## src/rtl/ps2_pkg.sv

```systemverilog
`default_nettype none
// ============================================================================
//  Module   : ps2_pkg
//  Purpose  : Shared types and constants for the PS/2 key event controller.
//             Holds the decoder state enum, the 10-bit event record, the
//             scan-code prefix bytes and the codes of the tracked keys.
//  Ports    : none (package)
//  Revision : 1.0 - initial release
// ============================================================================
package ps2_pkg;

  // Decoder states: which prefix bytes have been seen for the current key.
  typedef enum logic [1:0] {
    ST_IDLE    = 2'd0,
    ST_EXT     = 2'd1,
    ST_BRK     = 2'd2,
    ST_EXT_BRK = 2'd3
  } ps2_state_e;

  // Event record as presented on EV_DATA: {ext, rel, code[7:0]}.
  typedef struct packed {
    logic       ext;
    logic       rel;
    logic [7:0] code;
  } ps2_event_t;

  // Prefix bytes of the scan-code set 2 protocol.
  localparam logic [7:0] c_pfx_ext   = 8'hE0;
  localparam logic [7:0] c_pfx_brk   = 8'hF0;
  localparam logic [7:0] c_pfx_pause = 8'hE1;

  // Tracked keys. The first four are extended codes (E0-prefixed),
  // jump is a plain code.
  localparam logic [7:0] c_key_up    = 8'h75;
  localparam logic [7:0] c_key_down  = 8'h72;
  localparam logic [7:0] c_key_left  = 8'h6B;
  localparam logic [7:0] c_key_right = 8'h74;
  localparam logic [7:0] c_key_jump  = 8'h29;

  localparam int c_num_keys = 5;

  // One-hot KEYS mask for a decoded key: bit order {jump,right,left,down,up}.
  // Returns zero for keys that are not tracked.
  function automatic logic [c_num_keys-1:0] key_mask(input logic       ext,
                                                     input logic [7:0] code);
    logic [c_num_keys-1:0] m;
    m = '0;
    if (ext) begin
      case (code)
        c_key_up:    m[0] = 1'b1;
        c_key_down:  m[1] = 1'b1;
        c_key_left:  m[2] = 1'b1;
        c_key_right: m[3] = 1'b1;
        default:     m    = '0;
      endcase
    end else if (code == c_key_jump) begin
      m[4] = 1'b1;
    end
    return m;
  endfunction

endpackage
`default_nettype wire

```

## src/rtl/ps2_event_fifo.sv

```systemverilog
`default_nettype none
// ============================================================================
//  Module   : ps2_event_fifo
//  Purpose  : Show-ahead event FIFO. The head entry is always presented on
//             data_o; a pop advances it. Push and pop may happen on the same
//             edge, including while full (the slot being vacated is reused).
//  Ports    : clk_i    - system clock, rising edge
//             rst_ni   - asynchronous active-low reset
//             push_i   - write data_i this edge
//             data_i   - event to write
//             pop_i    - consumer pop request (ignored while empty)
//             data_o   - head entry, zero while empty
//             empty_o  - no entries held
//             full_o   - DEPTH entries held
//             drop_o   - push refused this cycle (full and no pop)
//  Revision : 1.0 - initial release
// ============================================================================
module ps2_event_fifo
  import ps2_pkg::*;
#(
  parameter int DEPTH = 8
) (
  input  logic       clk_i,
  input  logic       rst_ni,
  input  logic       push_i,
  input  ps2_event_t data_i,
  input  logic       pop_i,
  output ps2_event_t data_o,
  output logic       empty_o,
  output logic       full_o,
  output logic       drop_o
);

  localparam int PW = (DEPTH > 1) ? $clog2(DEPTH) : 1;
  localparam int CW = $clog2(DEPTH + 1);

  ps2_event_t    mem_q [DEPTH];
  logic [PW-1:0] wr_ptr_q, wr_ptr_d;
  logic [PW-1:0] rd_ptr_q, rd_ptr_d;
  logic [CW-1:0] cnt_q, cnt_d;

  logic w_empty;
  logic w_full;
  logic w_do_pop;
  logic w_do_push;

  assign w_empty   = (cnt_q == '0);
  assign w_full    = (cnt_q == CW'(DEPTH));
  assign w_do_pop  = pop_i && !w_empty;
  // A full FIFO still accepts a push when the head leaves on the same edge.
  assign w_do_push = push_i && (!w_full || w_do_pop);

  always_comb begin
    wr_ptr_d = wr_ptr_q;
    rd_ptr_d = rd_ptr_q;
    cnt_d    = cnt_q;
    if (w_do_push) begin
      wr_ptr_d = wr_ptr_q + PW'(1);
    end
    if (w_do_pop) begin
      rd_ptr_d = rd_ptr_q + PW'(1);
    end
    case ({w_do_push, w_do_pop})
      2'b10:   cnt_d = cnt_q + CW'(1);
      2'b01:   cnt_d = cnt_q - CW'(1);
      default: cnt_d = cnt_q;
    endcase
  end

  always_ff @(posedge clk_i or negedge rst_ni) begin
    if (!rst_ni) begin
      wr_ptr_q <= '0;
      rd_ptr_q <= '0;
      cnt_q    <= '0;
    end else begin
      wr_ptr_q <= wr_ptr_d;
      rd_ptr_q <= rd_ptr_d;
      cnt_q    <= cnt_d;
    end
  end

  // Storage needs no reset: data_o is masked while empty.
  always_ff @(posedge clk_i) begin
    if (w_do_push) begin
      mem_q[wr_ptr_q] <= data_i;
    end
  end

  assign data_o  = w_empty ? '0 : mem_q[rd_ptr_q];
  assign empty_o = w_empty;
  assign full_o  = w_full;
  assign drop_o  = push_i && !w_do_push;

endmodule
`default_nettype wire

```

## src/rtl/ps2_key_event_ctrl.sv

```systemverilog
`default_nettype none
// ============================================================================
//  Module   : ps2_key_event_ctrl
//  Purpose  : Turns a stream of PS/2 scan-code bytes into make/break events,
//             buffers them in a show-ahead FIFO and tracks the held state of
//             five game keys. A prefix byte left without its follow-up for
//             TIMEOUT_CYCLES clocks is abandoned.
//  Config   : PS2_TYPEMATIC_FILTER_EN - when defined, repeated make events of
//             a tracked key that is already held are not pushed.
//  Ports    : CLK        - system clock, rising edge
//             RST_N      - asynchronous active-low reset
//             CODE_VALID - one-cycle strobe, byte on CODE complete
//             CODE       - received scan-code byte
//             RD_EN      - pop the FIFO head
//             CLR_OVF    - clear sticky OVERFLOW
//             EV_DATA    - FIFO head {ext, rel, code}
//             EMPTY      - FIFO empty
//             FULL       - FIFO full
//             OVERFLOW   - sticky, an event was dropped
//             KEYS       - held keys {jump, right, left, down, up}
//  Revision : 1.0 - initial release
// ============================================================================
module ps2_key_event_ctrl
  import ps2_pkg::*;
#(
  parameter int FIFO_DEPTH     = 8,
  parameter int TIMEOUT_CYCLES = 50000
) (
  input  logic                  CLK,
  input  logic                  RST_N,
  input  logic                  CODE_VALID,
  input  logic [7:0]            CODE,
  input  logic                  RD_EN,
  input  logic                  CLR_OVF,
  output logic [9:0]            EV_DATA,
  output logic                  EMPTY,
  output logic                  FULL,
  output logic                  OVERFLOW,
  output logic [c_num_keys-1:0] KEYS
);

  localparam int TW = $clog2(TIMEOUT_CYCLES + 1);

  ps2_state_e            state_q, state_d;
  logic [TW-1:0]         tmo_cnt_q, tmo_cnt_d;
  logic [c_num_keys-1:0] keys_q, keys_d;
  logic                  ovf_q, ovf_d;

  logic                  w_ev_vld;
  ps2_event_t            w_ev;
  logic [c_num_keys-1:0] w_key_mask;
  logic                  w_push;
  logic                  w_drop;
  ps2_event_t            w_head;

  // --------------------------------------------------------------------------
  // Prefix decoder and timeout counter
  // --------------------------------------------------------------------------
  always_comb begin
    state_d   = state_q;
    tmo_cnt_d = tmo_cnt_q;
    w_ev_vld  = 1'b0;
    w_ev      = '0;

    if (CODE_VALID) begin
      tmo_cnt_d = '0;
      case (state_q)
        ST_IDLE: begin
          if (CODE == c_pfx_ext) begin
            state_d = ST_EXT;
          end else if (CODE == c_pfx_brk) begin
            state_d = ST_BRK;
          end else if (CODE != c_pfx_pause) begin
            // E1 (pause sequence lead-in) is swallowed without an event.
            w_ev_vld = 1'b1;
            w_ev     = '{ext: 1'b0, rel: 1'b0, code: CODE};
          end
        end
        ST_EXT: begin
          if (CODE == c_pfx_brk) begin
            state_d = ST_EXT_BRK;
          end else if (CODE != c_pfx_ext) begin
            w_ev_vld = 1'b1;
            w_ev     = '{ext: 1'b1, rel: 1'b0, code: CODE};
            state_d  = ST_IDLE;
          end
        end
        ST_BRK: begin
          w_ev_vld = 1'b1;
          w_ev     = '{ext: 1'b0, rel: 1'b1, code: CODE};
          state_d  = ST_IDLE;
        end
        ST_EXT_BRK: begin
          w_ev_vld = 1'b1;
          w_ev     = '{ext: 1'b1, rel: 1'b1, code: CODE};
          state_d  = ST_IDLE;
        end
        default: begin
          state_d = ST_IDLE;
        end
      endcase
    end else if (state_q != ST_IDLE) begin
      // The edge that would bring the count to TIMEOUT_CYCLES abandons the
      // prefix instead.
      if (tmo_cnt_q >= TW'(TIMEOUT_CYCLES - 1)) begin
        state_d   = ST_IDLE;
        tmo_cnt_d = '0;
      end else begin
        tmo_cnt_d = tmo_cnt_q + TW'(1);
      end
    end else begin
      tmo_cnt_d = '0;
    end
  end

  // --------------------------------------------------------------------------
  // Held-key tracking and push qualification
  // --------------------------------------------------------------------------
  assign w_key_mask = key_mask(w_ev.ext, w_ev.code);

  always_comb begin
    keys_d = keys_q;
    w_push = w_ev_vld;
    if (w_ev_vld && (w_key_mask != '0)) begin
      if (w_ev.rel) begin
        keys_d = keys_q & ~w_key_mask;
      end else begin
        keys_d = keys_q | w_key_mask;
      end
`ifdef PS2_TYPEMATIC_FILTER_EN
      // Auto-repeat of a key already held carries no new information.
      if (!w_ev.rel && ((keys_q & w_key_mask) != '0)) begin
        w_push = 1'b0;
      end
`endif
    end
  end

  // A fresh drop outranks a clear on the same edge.
  always_comb begin
    ovf_d = ovf_q;
    if (w_drop) begin
      ovf_d = 1'b1;
    end else if (CLR_OVF) begin
      ovf_d = 1'b0;
    end
  end

  always_ff @(posedge CLK or negedge RST_N) begin
    if (!RST_N) begin
      state_q   <= ST_IDLE;
      tmo_cnt_q <= '0;
      keys_q    <= '0;
      ovf_q     <= 1'b0;
    end else begin
      state_q   <= state_d;
      tmo_cnt_q <= tmo_cnt_d;
      keys_q    <= keys_d;
      ovf_q     <= ovf_d;
    end
  end

  // --------------------------------------------------------------------------
  // Event FIFO
  // --------------------------------------------------------------------------
  ps2_event_fifo #(
    .DEPTH (FIFO_DEPTH)
  ) u_fifo (
    .clk_i   (CLK),
    .rst_ni  (RST_N),
    .push_i  (w_push),
    .data_i  (w_ev),
    .pop_i   (RD_EN),
    .data_o  (w_head),
    .empty_o (EMPTY),
    .full_o  (FULL),
    .drop_o  (w_drop)
  );

  assign EV_DATA  = w_head;
  assign OVERFLOW = ovf_q;
  assign KEYS     = keys_q;

endmodule
`default_nettype wire

```

## config.mk

```make
export PLATFORM = sky130hd
export DESIGN_NAME = ps2_key_event_ctrl
export DESIGN_NICKNAME = d
export VERILOG_FILES = /design/src/rtl/ps2_pkg.sv /design/src/rtl/ps2_event_fifo.sv /design/src/rtl/ps2_key_event_ctrl.sv
export SDC_FILE = /design/constraint.sdc
export NUM_CORES = 1
export LEC_CHECK = 0
export BUFFER_PORTS_ARGS = -buffer_cell sky130_fd_sc_hd__buf_2
export CAP_MARGIN = 10
export CORE_UTILIZATION = 45
export DETAILED_ROUTE_END_ITERATION = 10
export PLACE_DENSITY_LB_ADDON = 0.05
export SLEW_MARGIN = 20
export SYNTH_ARGS = -nofsm -noshare
export SYNTH_HDL_FRONTEND = slang
export SYNTH_HIERARCHICAL = 1
export SYNTH_SLANG_ARGS = --single-unit
```

## constraint.sdc

```tcl
create_clock -name CLK -period 4.06 [get_ports CLK]
set_clock_uncertainty 0.1 [all_clocks]
set_input_delay 0.609 -clock CLK [delete_from_list [all_inputs] [get_ports CLK]]
set_output_delay 0.609 -clock CLK [all_outputs]
set_load 0.03 [all_outputs]
```

After elaboration in Yosys (flattened, before gate mapping)
Memory sizes are Yosys's and may differ from the RTL's.
Index checks and enable logic that the tools add are counted.

cells by class
  bitwise logic cells = 3
  mux-type cells = 39
  reductions and logical operators = 18
  $lt $le $gt $ge = 1
  equal/unequal tests = 17
  $add $sub $neg = 5

operators with widths
  kind                                                        count
  two-way mux 16 bit                                          3
  two-way mux 10 bit                                          4
  case mux 10 bit (4 select lines)                            1
  equality test 8 x 7 -> 1 bit (second input constant)        4
  two-way mux 8 bit                                           3
  adder 16 x 1 -> 16 bit (second input constant)              1
  equality test 8 bit (second input constant)                 2
  greater-or-equal comparator 16 bit (second input constant)  1
  two-way mux 1 bit                                           16
  inequality test 8 bit (second input constant)               2
  two-way mux 2 bit                                           7
  nonzero test 2 bit                                          5
  equality test 8 x 6 -> 1 bit (second input constant)        1
  inequality test 4 bit (second input constant)               2
  case mux 4 bit (2 select lines)                             1
  adder 3 x 1 -> 3 bit (second input constant)                2
  equality test 2 bit (second input constant)                 3
  case mux 2 bit (3 select lines)                             1
  bitwise AND 5 bit                                           1
  two-way mux 5 bit                                           1
  NOT 5 bit                                                   1
  bitwise OR 5 bit                                            1
  nonzero test 5 bit                                          1
  adder 4 x 1 -> 4 bit (second input constant)                1
  12 further kinds                                            18

word-level totals
  flip-flop bits (word level) = 34
  output and inout bits = 18
  RAM bits = 80
  logic and storage cells = 91
  memories kept = 1
  bits of input ports = 13

memory list
  memory        depth  bits a word  read ports  clocked after Yosys merged registers in  write ports  RTL line              RTL
  u_fifo.mem_q  8      10           1           0                                        1            ps2_event_fifo.sv:37  ps2_event_t mem_q [DEPTH];

Depth between registers and ports, before layout
Gate-level depths: netlist of the first run.

  depth after elaboration = 12
  mapped depth = 11
  gate-level depth less buffers = 10

Modules after synthesis
The synthesis of the first run kept the hierarchy.

by module, submodules not included
  module              area each (um^2)  times used  sequential area each (um^2)  cells an instance
  ps2_event_fifo      3698.5            1           2652.5                       192
  ps2_key_event_ctrl  1340.0            1           600.6                        140

Worst setup path before layout of the first run
Ideal clock, no wire load.

  path type = input port to flip-flop
  from = input CODE_VALID
  to = memory u_fifo/mem_q[0][0] (netlist name) (enable)
  path buffers = 2
  data required time = 3.570 ns
  cell stages on the path = 6
  library setup time = 0.390 ns
  path slack = 0.956 ns
  arrival = 2.614 ns
  cell sequence = buf_1 a21boi_0 buf_2 o31a_4 or2b_1 nor3_1

on the way
  cells in the longest elaborated chain, start to end = 4

RTL lines
  element                                  RTL line                  RTL
  from (decl)                              ps2_key_event_ctrl.sv:31  input logic CODE_VALID,
  two-way mux 1 bit                        ps2_key_event_ctrl.sv:65  if (CODE_VALID) begin
  net w_ev_vld                             ps2_key_event_ctrl.sv:49  logic w_ev_vld;
  logical AND 1 bit                        ps2_event_fifo.sv:51      assign w_do_push = push_i && (!w_full || w_do_pop);
  two-way mux 1 bit                        ps2_event_fifo.sv:84      if (w_do_push) begin
  two-way mux 1 bit (implied by the code)  ps2_event_fifo.sv:85      mem_q[wr_ptr_q] <= data_i;
  to (decl)                                ps2_event_fifo.sv:37

The timed path passes the listed nets, and every way through them passes these cells.

Worst setup path after layout of the first run
  from = register u_fifo.cnt_q[1]
  to = output EV_DATA[4]

on the way
  cells in the longest elaborated chain, start to end = 2

RTL lines
  element                 RTL line                  RTL
  from (decl)             ps2_event_fifo.sv:40      logic [CW-1:0] cnt_q, cnt_d;
  from (signal assigned)  ps2_event_fifo.sv:78      cnt_q <= cnt_d;
  logical NOT 4 bit       ps2_event_fifo.sv:47      assign w_empty = (cnt_q == '0);
  two-way mux 10 bit      ps2_event_fifo.sv:89      assign data_o = w_empty ? '0 : mem_q[rd_ptr_q];
  to (decl)               ps2_key_event_ctrl.sv:35  output logic [9:0] EV_DATA,

No other way between the ends.

==> reports/metrics.cfg, run 1 <==
[synth]
yosysTopAreaCell = edfxtp_1
synth_nets = 351
synthXorXnorAreaFrac = 0.0348
synth_flop_cell = edfxtp_1
synthSimpleGateAreaFrac = 0.108
ys_ff_latch = 114
syn-mean-instance-area_um2 = 15.2
synth-async-reset-ratio = 0.298
yosysMostFrequentCell = edfxtp_1
synth_cell_types = 53
yosysWarnings = 6
synth_edf_count = 80
synth_compound_area_frac = 0.0447
yosysSeqAreaShare = 0.646
synthMuxAreaShare = 0.127
synth_top_area_share = 0.477
synthTopCellsByCount = edfxtp_1, nor2_1, dfrtp_1
synth_area_mm2 = 0.00504
synth_top_family_by_area = multiplexers
synth_cells = 332
synth-adder-area-share = 0.0164
synth_area_leaders = edfxtp_1, dfrtp_1, mux4_2

[route]
vias = 2898
avgRoutedWirePerCell_um = 19.2
firstDrtPassIters = 4
ant_nets = 0
initialDrtViolationCount = 176
drc = 0
wl_um = 10300
avgViaCountPerCell = 5.41

[sta]
finalSetupViolations = 0
fin_crit_sh = 0.802
max_freq_mhz = 307
setup_tns_ns = 0
slew_headroom = 0.439
min_period_ns = 3.26
slew_violations = 0
hold_viol_final = 0
rsz0062_at_grt = no
hold_ws_ns = 0.0861
worstMarginPinSlew_ns = 0.842

[setup_path]
startpoint_type = flip-flop
path_cells = or3_1 -> nor2_1 -> buf_4 -> nor2_1 -> buf_2
critPathLaunch = u_fifo/cnt_q[1]$_DFFE_PN0P_
cp_slowest_stage_delay_ns = 0.56
crit_path_end_kind = output pin
cp.buffers_inverters = 2
crit_path_max_fanout = 8
path_class = reg2out
crit_slowest_cell = or3_1
cpLargestDelayFamily = simple AND/OR/NAND/NOR gates
crit-reg2reg-launch = u_fifo/cnt_q[1]$_DFFE_PN0P_
cp.required_ns = 3.35
critical_path_arrival_ns = 2.55
cp_common_cell = nor2_1

[placed_design]
place_hpwl_um = 7040
post_dp_cell_area_mm2 = 0.00540
io_buffers = 30
gp_congestion = 0.812

[layout]
areaGrowthSynthToFinish_pct = 19.2
multi_input_area_mm2 = 0.00168
finalInstanceArea_mm2 = 0.00601
final_nets = 402
fillers = 912
ff_latch_area_mm2 = 0.00325
diodes = 0
layout-drive-gt1-share = 0.288

[floorplanning]
num_io_pins = 31
start_util = 0.463
die_height_um = 108
rows = 38
dieArea_mm2 = 0.0116
coreArea_mm2 = 0.0109
dieWidth_um = 108

[clocking]
post_cts_buffers = 0
cts-root-buf = clkbuf_8
cts_sinks = 114
cts_tree = built
htreeDepth = 4
ctsResizeCount = 0
clkTransAtPathRegs_ns = 0.06
cts_hold_buf = 0
cts_max_path_buffers = 2
clk_latency_ns = 0.52
cts_inserted_buffers = 17

[global_routing]
gr-total-overflow = 0
grtUsageTotal = 0.197
antenna_found_initial = 0
grt_max_degree = 35
grt_pass1_wl_um = 16200
first_global_vias = 2936

[outcome]
run_status = finished clean

[flow_run]
cap_violations = 0

[power_and_ir_drop]
power_density_mw_per_mm2 = 703
p_leak_uw = 0.00227
peakVddDrop_v = 0.000298

[hold_path]
hp-class = in2async

cell type report:
type	count	share of cell area
Clock inverter	13	0.0264
Tap cell	140	0.0292
Sequential cell	114	0.541
Inverter	13	0.00812
Multi-Input combinational cell	193	0.279
Timing Repair Buffer	44	0.0425
Clock buffer	19	0.0735
final timing paths:
check / end / slack, ns / cells after the start
min in group CLK: OVERFLOW$_DFFE_PN0P_ / 0.25 / 3
max in group asynchronous: u_fifo/wr_ptr_q[0]$_DFFE_PN0P_ / 3.23 / 1
setup reg to reg: u_fifo/cnt_q[3]$_DFFE_PN0P_ / 1.17 / 9
hold reg to reg: OVERFLOW$_DFFE_PN0P_ / 0.37 / 1
hold / removal: u_fifo/rd_ptr_q[0]$_DFFE_PN0P_ / 0.09 / 1
setup / recovery: EV_DATA[4] / 0.80 / 5
metal layers:
metal  track usage  vias to the layer above  part of all wire
li1              -                     1359                 -
met1         0.271                     1452              0.48
met2         0.299                       70              0.47
met3        0.0472                       17             0.034
met4        0.0802                        0             0.016
met5             0                        -                 0
flip-flops by register name, summed over array words and instances, names as in the netlist, named ones only:
register and cells:
u_fifo/cnt_q 4, u_fifo/rd_ptr_q 3, u_fifo/wr_ptr_q 3, tmo_cnt_q 16, OVERFLOW 1, state_q 2, u_fifo/mem_q 80
placed cells by master, fill, tap and decap left out, types with 2 or more instances in the layout:
cell type / instances
bufinv_16: 3
xnor2_1: 15
mux4_2: 20
buf_2: 30
a211o_1: 2
nor2_1: 43
clkbuf_8: 3
xor2_1: 5
nor3b_2: 2
and3_1: 3
edfxtp_1: 80
nor3_1: 7
inv_1: 13
mux2i_1: 12
nand2b_1: 4
ha_1: 5
or4_4: 2
nand4_1: 6
nand3_1: 6
mux2_2: 4
clkinv_4: 2
clkinv_2: 4
clkbuf_16: 16
a31oi_4: 2
clkinvlp_4: 3
or2_2: 2
and2_1: 8
a21oi_1: 4
dfrtp_1: 34
o211ai_1: 2
nand2_1: 11
nor4_1: 4
buf_4: 14
metrics by stage:
step | power, uW | util | cells | setup WS, ns
6_report | 4230 | 0.552 | 536 | 0.804
5_1_grt | 4430 | 0.552 | 536 | 0.661
4_1_cts | 4280 | 0.551 | 536 | 0.747
3_5_place_dp | 2790 | 0.496 | 504 | 0.929
3_3_place_gp | 2780 | 0.496 | 504 | 1.02
2_1_floorplan | 2440 | - | 332 | 0.956
power breakdown:
group | total [uW] | switching (uW) | internal (uW) | leakage [uW]
clock network | 1480 | 520 | 964 | 0.000290
logic | 1190 | 677 | 509 | 0.000798
registers | 1560 | 126 | 1430 | 0.00118
logic make-up (layout without fill, tap and decap cells):
family	count (synthesis)	in the layout
DFF	114	114
xor gates and xnor gates	20	20
AOI/OAI and AO/OA	23	23
and+or+nand+nor	106	106
muxes	38	38
buffers and inverters	25	89
adders and majority gates	6	6
Power figures use the tool's default switching activity.
==> run 2: changes to the inputs <==
Clock period 4.06 ns to 2.86 ns, I/O delays scaled along.
==> run 2 against run 1 <==
  * Critical path depth increased by 5
  * Worst setup slack worse by 0.67 ns
  * Non-clock buffer count grew 18
  * Clock-buffer cell count fell by 1
  * Final cell count rose by 3.4%
  * Sequential power rose by 40%
  * Routed wire length decreased by 5.8%
  * First-iteration DRC count down 39%
  * Combinational power up 50%
  * Utilization is 1.5 points higher
  * Hold slack got worse by 0.0082 ns
  * Largest power group unchanged
  * Highest routed layer unchanged
==> reports/metrics.cfg, run 2 (synthesized netlist as in run 1, its figures left out) <==
[placed_design]
place_hpwl_um = 6680  ; was 7040 um
io_buffers = 30  ; unchanged
gp_congestion = 0.804  ; was 0.812
placed_cells = 521  ; was 504

[global_routing]
global_route.usage.met2 = 0.299  ; unchanged
grt_pass1_wl_um = 15600  ; was 16200 um
grtUsageMet3 = 0.0515  ; was 0.0472
antenna_found_initial = 0  ; unchanged
grt.busiest_layer = met2  ; unchanged
grtUsageTotal = 0.189  ; was 0.197
use_met1 = 0.247  ; was 0.271
gr-total-overflow = 0  ; unchanged
grt_max_degree = 35  ; unchanged
first_global_vias = 3028  ; was 2936

[flow_run]
cap_violations = 0  ; unchanged

[floorplanning]
die_height_um = 108  ; unchanged
start_util = 0.463  ; unchanged
dieArea_mm2 = 0.0116  ; unchanged
coreArea_mm2 = 0.0109  ; unchanged
rows = 38  ; unchanged
num_io_pins = 31  ; unchanged
dieWidth_um = 108  ; unchanged

[setup_path]
cp_common_cell = or2_2  ; was nor2_1
r2r_cells = 10  ; was 9
path_class = reg2reg  ; was reg2out
worst_r2r_endpoint = u_fifo/cnt_q[3]$_DFFE_PN0P_  ; unchanged
crit_slowest_cell = dfrtp_1  ; was or3_1
cpLargestDelayFamily = simple AND/OR/NAND/NOR gates  ; unchanged
critical_path_arrival_ns = 3.05  ; was 2.55 ns
reg2reg_setup_slack_ns = 0.13  ; was 1.17 ns
crit_cells = 10  ; was 5
crit_path_end_kind = flip-flop  ; was output pin
startpoint_type = flip-flop  ; unchanged
path_cells = nor4bb_2 -> and3_1 -> a21boi_1 -> or2_2 -> inv_1 -> ha_1 -> or2_2 -> and2_1 -> a221o_1 -> o221ai_1  ; was or3_1 -> nor2_1 -> buf_4 -> nor2_1 -> buf_2
cp_slowest_stage_delay_ns = 0.39  ; was 0.56 ns
crit_path_max_fanout = 3  ; was 8
cp.required_ns = 3.18  ; was 3.35 ns
cp.buffers_inverters = 1  ; was 2
crit-reg2reg-launch = state_q[1]$_DFFE_PN0P_  ; was u_fifo/cnt_q[1]$_DFFE_PN0P_

[route]
firstDrtPassIters = 6  ; was 4
avgViaCountPerCell = 5.23  ; was 5.41
drc = 0  ; unchanged
avgRoutedWirePerCell_um = 17.5  ; was 19.2 um
wl_um = 9700  ; was 10300 um
vias = 2900  ; was 2898
ant_nets = 0  ; unchanged
initialDrtViolationCount = 107  ; was 176

[clocking]
cts_tree = built  ; unchanged
htreeDepth = 4  ; unchanged
cts_max_path_buffers = 2  ; unchanged
cts_inserted_buffers = 17  ; unchanged
clk_latency_ns = 0.51  ; was 0.52 ns
cts_sinks = 114  ; unchanged
cts-root-buf = clkbuf_8  ; unchanged
clkTransAtPathRegs_ns = 0.06  ; about the same
post_cts_buffers = 0  ; unchanged

[sta]
rsz0062_at_grt = no  ; unchanged
min_period_ns = 2.73
hold_viol_final = 0  ; unchanged
slew_headroom = 0.473  ; was 0.439
max_freq_mhz = 367
slew_violations = 0  ; unchanged
worstMarginPinSlew_ns = 0.790  ; was 0.842 ns
finalSetupViolations = 0  ; unchanged
fin_crit_sh = 0.953

[layout]
final_cell_count_no_fill = 554  ; was 536
largest_register = u_fifo/mem_q  ; unchanged
final_nets = 420  ; was 402
final_common_cell = edfxtp_1  ; unchanged
layout-drive-gt1-share = 0.316  ; was 0.288
largest_reg_flops = 80  ; unchanged
fillers = 895  ; was 912
diodes = 0  ; unchanged
top_regs = u_fifo/mem_q (80), tmo_cnt_q (16), u_fifo/cnt_q (4)  ; unchanged
final_cell_mix = edfxtp_1, nor2_1, dfrtp_1  ; unchanged
areaGrowthSynthToFinish_pct = 22.4  ; was 19.2%

[hold_path]
hp-class = in2reg  ; was in2async
holdPathStages = 3
hold_path_end = OVERFLOW$_DFFE_PN0P_
min_from = CLR_OVF

[power_and_ir_drop]
power_density_mw_per_mm2 = 990  ; was 703 mW/mm2
peakVddDrop_v = 0.000522  ; was 0.000298 V
p_leak_uw = 0.00236  ; was 0.00227 uW
finalPower_uw = 6110  ; was 4230 uW

[outcome]
run_status = finished clean  ; unchanged

-- run 2: report_power, final --
| group | internal [uW] | switching [uW] | total, uW | leakage [uW] |
|---|---|---|---|---|
| Sequential | 2030 | 154 | 2180 | 0.00118 |
| Clock | 1410 | 733 | 2140 | 0.000287 |
| Combinational | 797 | 986 | 1780 | 0.000894 |
-- run 2: how the worst max path moves through the flow --
stage	slack, ns	startpoint	end
3_3_place_gp	-0.06	CODE[3]	u_fifo/cnt_q[3]$_DFFE_PN0P_
5_1_grt	0.002	state_q[1]$_DFFE_PN0P_	u_fifo/cnt_q[3]$_DFFE_PN0P_
4_1_cts	0.01	state_q[1]$_DFFE_PN0P_	u_fifo/cnt_q[3]$_DFFE_PN0P_
3_5_place_dp	-0.14	CODE[3]	u_fifo/cnt_q[3]$_DFFE_PN0P_
2_1_floorplan	0.008	state_q[1]$_DFFE_PN0P_	u_fifo/cnt_q[3]$_DFFE_PN0P_
6_report	0.13	state_q[1]$_DFFE_PN0P_	u_fifo/cnt_q[3]$_DFFE_PN0P_
-- run 2: area by class of cell --
cell class | count | area, um2 | area share
timing repair buffer | 62 | 405 | 0.0657
clock buffer | 18 | 418 | 0.0677
tap | 140 | 175 | 0.0284
clock inverter | 14 | 188 | 0.0304
inverter | 13 | 48.8 | 0.00791
sequential | 114 | 3250 | 0.527
multi-input combinational | 193 | 1680 | 0.273
-- run 2: per-layer routing --
layer	vias to the layer above	wire [um]
li1	1389	-
met1	1438	4450
met2	60	4800
met3	13	307
met4	0	138
met5	-	0
-- run 2: timing repair --
action / in CTS / in global routing
hold buffers: 1 / 0
setup endpoints to repair: 0 / 1
resized for setup: 0 / 2
endpoints found under the hold margin: 34 / 0
-- run 2: worst min-delay path, stage by stage --
cell and delay (ns):
buf_2 0.09, inv_1 0.04, a21o_1 0.09
-- run 2: per-stage QoR --
stage / setup slack (ns) / TNS, ns / hold WS, ns / utilization / area (um2)
after floorplan: 0.00751 / 0 / 0.0334 / - / 5040
final: 0.135 / 0 / 0.0779 / 0.567 / 6170
after global routing: 0.00229 / 0 / 0.0808 / 0.567 / 6170
after detailed placement: -0.142 / -0.142 / 0.371 / 0.510 / 5550
after global placement: -0.0642 / -0.0642 / 0.362 / 0.510 / 5550
after CTS: 0.0127 / 0 / 0.0536 / 0.566 / 6160
